$ cat config.mk
export PLATFORM = sky130hd
export DESIGN_NAME = fact_mmio_responder
export DESIGN_NICKNAME = d
export VERILOG_FILES = /design/src/rtl/fact_mmio_responder.sv
export SDC_FILE = /design/constraint.sdc
export NUM_CORES = 1
export LEC_CHECK = 0
export BUFFER_PORTS_ARGS = -buffer_cell sky130_fd_sc_hd__buf_2
export CORE_MARGIN = 4
export CORE_UTILIZATION = 35
export CTS_CLUSTER_DIAMETER = 40
export DETAILED_ROUTE_END_ITERATION = 8
export PLACE_DENSITY = 0.62
export SETUP_SLACK_MARGIN = 0.3
export SLEW_MARGIN = 0
export SYNTH_ARGS = -nofsm -noshare
export SYNTH_HDL_FRONTEND = slang
export SYNTH_SLANG_ARGS = --single-unit
$ cat constraint.sdc
create_clock -name clk -period 7.11 [get_ports clk]
set_input_delay 0.3555 -clock clk [delete_from_list [all_inputs] [get_ports clk]]
set_output_delay 0.3555 -clock clk [all_outputs]
set_load 0.02 [all_outputs]
$ cat src/rtl/fact_mmio_responder.sv
// Memory-mapped factorial unit: CTRL/N/STATUS/RESULT register file plus an
// iterative multiply FSM that computes N! and raises a level interrupt on completion.
`timescale 1ns/1ps
module fact_mmio_responder #(
    parameter int N_WIDTH   = 4,
    parameter int RES_WIDTH = 32,
    parameter int MAX_N     = 12
) (
    input  logic        clk,
    input  logic        rst,
    input  logic        we,
    input  logic [31:0] addr,
    input  logic [31:0] wdata,
    output logic [31:0] rdata,
    output logic        done_irq
);

    typedef enum logic [1:0] {
        ST_IDLE,
        ST_LOAD,
        ST_MULT,
        ST_FIN
    } state_t;

    localparam logic [1:0] REG_CTRL   = 2'd0;
    localparam logic [1:0] REG_N      = 2'd1;
    localparam logic [1:0] REG_STATUS = 2'd2;
    localparam logic [1:0] REG_RESULT = 2'd3;

    localparam logic [N_WIDTH-1:0]   MAX_N_V = N_WIDTH'(MAX_N);
    localparam logic [N_WIDTH-1:0]   CNT_ONE = N_WIDTH'(1);
    localparam logic [RES_WIDTH-1:0] RES_ONE = RES_WIDTH'(1);

    state_t                 state_reg,  state_next;
    logic [N_WIDTH-1:0]     n_reg,      n_next;
    logic [N_WIDTH-1:0]     cnt_reg,    cnt_next;
    logic [RES_WIDTH-1:0]   result_reg, result_next;
    logic                   ie_reg,     ie_next;
    logic                   done_reg,   done_next;
    logic                   err_reg,    err_next;

    logic busy;
    logic ctrl_wr;
    logic n_wr;
    logic go;
    logic clr;

    // Bits outside the decoded fields are deliberately don't-care.
    logic unused_bits;
    assign unused_bits = ^{addr[31:4], addr[1:0], wdata[31:N_WIDTH]};

    assign busy    = (state_reg == ST_LOAD) || (state_reg == ST_MULT);
    assign ctrl_wr = we && (addr[3:2] == REG_CTRL);
    assign n_wr    = we && (addr[3:2] == REG_N);
    assign go      = ctrl_wr && wdata[0];
    assign clr     = ctrl_wr && wdata[1];

    always_ff @(posedge clk or posedge rst) begin
        if (rst) begin
            state_reg  <= ST_IDLE;
            n_reg      <= '0;
            cnt_reg    <= '0;
            result_reg <= '0;
            ie_reg     <= 1'b0;
            done_reg   <= 1'b0;
            err_reg    <= 1'b0;
        end else begin
            state_reg  <= state_next;
            n_reg      <= n_next;
            cnt_reg    <= cnt_next;
            result_reg <= result_next;
            ie_reg     <= ie_next;
            done_reg   <= done_next;
            err_reg    <= err_next;
        end
    end

    always_comb begin
        state_next  = state_reg;
        n_next      = n_reg;
        cnt_next    = cnt_reg;
        result_next = result_reg;
        ie_next     = ie_reg;
        done_next   = done_reg;
        err_next    = err_reg;

        // IE is updated by every CTRL write regardless of FSM state.
        if (ctrl_wr) begin
            ie_next = wdata[2];
        end
        if (n_wr && !busy) begin
            n_next = wdata[N_WIDTH-1:0];
        end

        case (state_reg)
            ST_IDLE, ST_FIN: begin
                // GO takes priority over CLR when both arrive in one write.
                if (go) begin
                    done_next = 1'b0;
                    err_next  = 1'b0;
                    if (n_reg > MAX_N_V) begin
                        err_next    = 1'b1;
                        done_next   = 1'b1;
                        result_next = '0;
                        state_next  = ST_FIN;
                    end else begin
                        state_next = ST_LOAD;
                    end
                end else if (clr && (state_reg == ST_FIN)) begin
                    done_next  = 1'b0;
                    err_next   = 1'b0;
                    state_next = ST_IDLE;
                end
            end
            ST_LOAD: begin
                result_next = RES_ONE;
                cnt_next    = n_reg;
                state_next  = ST_MULT;
            end
            ST_MULT: begin
                if (cnt_reg > CNT_ONE) begin
                    result_next = result_reg * RES_WIDTH'(cnt_reg);
                    cnt_next    = cnt_reg - CNT_ONE;
                end else begin
                    done_next  = 1'b1;
                    state_next = ST_FIN;
                end
            end
            default: begin
                state_next = ST_IDLE;
            end
        endcase
    end

    always_comb begin
        rdata = '0;
        case (addr[3:2])
            REG_CTRL:   rdata = {29'b0, ie_reg, 2'b00};
            REG_N:      rdata = 32'(n_reg);
            REG_STATUS: rdata = {29'b0, busy, err_reg, done_reg};
            REG_RESULT: rdata = 32'(result_reg);
            default:    rdata = '0;
        endcase
    end

    assign done_irq = done_reg & ie_reg;

endmodule

-- Word level (Yosys, flattened, before mapping)
Cells that the tools add are included.
- bits in registers: 45
- logic and storage cells: 59
- output and inout bits: 33
- input port bits: 67
- mux-type cells: 17
- add/sub/neg operators: 1
- $mul: 1
- eq/ne operators: 11
- magnitude comparators: 2
- bitwise logic cells: 1
- reductions and logical operators: 19
- operators with widths (operator ; number):
    one-hot mux 32 bit (4 select lines) ; 1
    two-way mux 32 bit ; 3
    one-hot mux 32 bit (3 select lines) ; 1
    multiplier 32 x 4 -> 32 bit ; 1
    equality test 2 bit (second input constant) ; 4
    two-way mux 2 bit ; 4
    one-hot mux 4 bit (2 select lines) ; 1
    logical AND 1 bit ; 6
    inequality test 2 bit (second input constant) ; 3
    one-hot mux 2 bit (3 select lines) ; 1
    AND reduction 2 bit ; 3
    AND reduction 3 bit ; 2
    nonzero test 2 bit ; 3
    equality test 2 x 1 -> 1 bit (second input constant) ; 2
    > comparator 4 x 1 -> 1 bit (second input constant) ; 1
    > comparator 4 bit (second input constant) ; 1
    zero test 2 bit ; 2
    two-way mux 1 bit ; 4
    two-way mux 4 bit ; 1
    subtractor 4 x 1 -> 4 bit (second input constant) ; 1
    inequality test 3 bit (second input constant) ; 1
    inequality test 2 x 1 -> 1 bit (second input constant) ; 1
    one-hot mux 1 bit (2 select lines) ; 1
    OR reduction 2 bit ; 1
    3 further kinds ; 3

-- Logic depth before layout (Yosys ltp)
- word-level depth: 7
- depth in mapped cells: 15

-- Least setup slack after synthesis
No wires, ideal clock.
- path type: register to register
- from: register cnt_reg[2]
- to: register result_reg[30]
- buffers on the path: 1
- slack: 2.915 ns
- arrival: 4.074 ns
- setup time: 0.122 ns
- stages on the path, launching flop included: 15
- period minus slack after synthesis: 4.195 ns
- cell sequence: dfrtp_1 -> clkbuf_1 -> nand2_1 -> fa_1 -> fa_1 -> inv_1 -> fa_1 -> a211oi_2 -> nor2_1 -> o31a_1 -> o31a_1 -> o311ai_4 -> nand3b_4 -> or3_1 -> a32o_1
- longest elaborated chain between the ends: 3
- elaborated cells between the ends (all ways): 6
- those cells by class: 1 x mul; 1 x order compare; 1 x eq/ne; 2 x mux; 1 x reduce/logical
- ends and longest elaborated chain (what ; RTL line ; RTL):
    start: declaration ; 36 ; logic [N_WIDTH-1:0] cnt_reg, cnt_next;
    start signal: assignment ; 70 ; cnt_reg <= cnt_next;
    multiplier 32 x 4 -> 32 bit / > comparator 4 x 1 -> 1 bit (equally long branches) ; 122, 121 ;
    two-way mux 32 bit / inequality test 2 x 1 -> 1 bit (equally long branches) ; -- ;
    one-hot mux 32 bit (3 select lines) / AND reduction 3 bit (equally long branches) ; -- ;
    end signal: assignment ; 71 ; result_reg <= result_next;
    end: declaration ; 37 ; logic [RES_WIDTH-1:0] result_reg, result_next;
Several ways; a longest one is shown, not always the timed one. The select of a mux whose other input is x is not followed.
A chain may end at the register's enable or synchronous reset.

-- Worst setup path in the final report
- from: register cnt_reg[2]
- to: register result_reg[20]
The elaborated chain is that of the path after synthesis.

==> flow_metrics.tcl <==
set metrics [dict create \
    finClkSkew_ns 0.00971 \
    row_count 47 \
    yosysWarnings 0 \
    yosys.area.top_type "fa_1" \
    min_period_ns 4.68 \
    pre_cts_slack_ns 2.47 \
    place_hpwl_um 11200 \
    htree_levels 2 \
    synth_compound_area_share_pct 17.0 \
    cts_buffers 5 \
    startpoint_type "register" \
    criticalPathCategory "reg2reg" \
    irDropWorstVdd_v 0.000276 \
    cts_resized 0 \
    seq_area_frac_synth_pct 18.6 \
    initial_core_util_pct 36.2 \
    max_freq_mhz 214 \
    r2r_slack_ns 2.43 \
    dr.pass1.iters 5 \
    wirelength_um 15300 \
    grt_antenna_before_repair 0 \
    die_h_um 140 \
    core_mm2 0.0168 \
    hold_violations 0 \
    synth_top_family_by_area "adder cells" \
    startpoint "cnt_reg[2]" \
    crit_arrival_ns 4.87 \
    wire_per_inst_um 15.5 \
    rsz0062_at_grt "false" \
    worstRegToRegCells 13 \
    viasPerCell 5.21 \
    cpPeakStageDelay_ns 0.72 \
    vias 5150 \
    drv_cap 0 \
    syn-num-nets 907 \
    powerDensity_mw_per_mm2 202 \
    placed_area_mm2 0.00647 \
    numPortBuffers 41 \
    hold_buffers 0 \
    io_pins 100 \
    crit_top_cell "fa_1" \
    grt_pass1_vias 5129 \
    clk_path_buf_depth 2 \
    ys_types 55 \
    synth_area_leaders "fa_1 (19%), dfrtp_1 (19%), and2_1 (9.3%)" \
    status "completed" \
    r2r_end "result_reg[20]" \
    synth_simple_gate_area_share_pct 24.0 \
    clk_pin_slew_worst_paths_ns 0.07 \
    fin_crit_sh_pct 65.8 \
    hp-class "in2reg" \
    clock_sinks 45 \
    cp.required_ns 7.30 \
    drive_gt1_share_pct 9.38 \
    antenna-diode-count 0 \
    synth.top_cell.area_share_pct 18.8 \
    cp-endpoint "result_reg[20]" \
    clock-root-buffer "clkbuf_16" \
    ys.flop_type "dfrtp_1" \
    setup_tns_ns 0 \
    slew_violations 0 \
    grt_use_total_pct 16.2 \
    insertion_delay_ns 0.31 \
    grt_overflow 0 \
    leakage_nw 3.47 \
    drt_iter0_drc 359 \
    die_w_um 140 \
    synth_xor_area_share_pct 2.74 \
    ant_nets 0 \
    cts_tree "built" \
    worst_pin_slew_ns 1.07 \
    synth.avg_cell_area_um2 8.13 \
    synth_cells 746 \
    synth_edf_count 0 \
    rr_startpoint "cnt_reg[2]" \
    die_area_mm2 0.0195 \
    place.gp.congestion 0.824 \
    area_growth_pct 9.51 \
    nets 928 \
    synthesis.area_mm2 0.00607 \
    synth-seq-cells 45 \
    post-cts-setup-buffers 0 \
    finalWorstSetupSlack_ns 2.43 \
    path_max_fanout 17 \
    finish.instance_area_mm2 0.00664 \
    drc_errors 0 \
    grt_first_pass_wirelength_um 26300 \
    largest_reg_flops 32 \
    slowest_stage "dfrtp_1" \
    synth_mux_area_share_pct 2.02 \
    finalSetupViolCount 0 \
    synthAdderAreaFrac_pct 26.4 \
    crit_path_end_kind "register" \
    relSlewSlack_pct 28.3 \
    crit_chain "nand2_1 > fa_1 > fa_1 > inv_1 > fa_1 > a211oi_2 > nor2_1 > o31a_1 > o31a_1 > o311ai_1 > a21boi_0 > or3_1 > a32o_1" \
    synth_async_sr_flop_share_pct 100 \
    grt_max_degree 46 \
]
==> per-layer routing <==
layer  track usage [%]  share of wire [%]
met2              27.1                 47
met1              22.6                 48
met5                 0                  0
met4              3.42                1.1
met3              2.23                3.3
==> worst max-delay path, delay by kind of cell, from the launching register on <==
kind	cells	cell delay (ns)
adder cells (fa/ha/maj)	3	1.57
buffers and inverters	1	0.08
flip-flops	1	0.72
AND/OR/NAND/NOR	3	0.57
AO/OA/AOI/OAI	6	1.60
==> cell families (layout without fill, tap and decap cells) <==
kind of cell,after synthesis,count (layout)
AO/OA/AOI/OAI,151,151
XOR/XNOR,19,19
adder cells (fa/ha/maj),94,94
buffers and inverters,149,171
flip-flops,45,45
multiplexers,10,10
AND/OR/NAND/NOR,278,278
==> synthesized netlist by cell type (all sizes together), types with 6 or more instances <==
cell,number
and3,31
nor2,24
a21oi,29
inv,116
o31ai,7
and2,90
mux2,8
nor3,9
nor2b,8
nand3,9
ha,37
dfrtp,45
a211oi,7
o21ai,40
nand2,87
xnor2,14
o21a,8
fa,57
clkbuf,33
o211ai,6
a21o,13
==> where the power goes <==
group          total [mW]  internal (mW)  leakage (nW)  switching, mW
clock               0.281          0.167        0.0800          0.114
combinational       0.677          0.203          2.79          0.474
sequential          0.385          0.304         0.600         0.0810
total                1.34          0.674          3.47          0.669
==> through the flow <==
stage	instances	total power, mW	util (%)	hold slack (ns)
2_1_floorplan	746	0.833	-	0.475
3_3_place_gp	980	1.05	38.6	0.494
3_5_place_dp	980	1.06	38.6	0.507
4_1_cts	988	1.35	39.6	0.281
5_1_grt	988	1.44	39.6	0.296
6_report	988	1.34	39.6	0.288
==> layout make-up <==
class                      instances  area (µm²)
sequential                        45        1130
fill                            1711       10100
clock inverter                     3        46.3
multi-input combinational        552        4390
clock buffer                       5         125
timing repair buffer              47         250
tap                              220         275
inverter                         116         435
==> how the worst min path moves through the flow <==
stage	endpoint	depth (start not counted)	start	slack [ns]
after detailed placement	err_reg	1	err_reg	0.51
final	n_reg[3]	2	wdata[3]	0.29
after global placement	err_reg	1	err_reg	0.49
after CTS	n_reg[3]	2	wdata[3]	0.28
after global routing	n_reg[1]	2	wdata[1]	0.30
after floorplan	err_reg	1	err_reg	0.48
==> placed cells by master, fill, tap and decap left out, types with 6 or more instances in the layout <==
cell type,n
nand2_1,87
ha_1,37
buf_4,6
o21ai_0,38
xnor2_1,14
o21a_1,8
fa_1,57
nor3_1,9
buf_2,41
inv_1,115
dfrtp_1,45
a21o_1,13
nor2b_1,8
mux2_2,8
nor2_1,24
o211ai_1,6
nand3_1,9
and3_1,31
and2_1,90
o31ai_1,7
a21oi_1,29
Note: power is estimated with default switching activity, not from simulation.
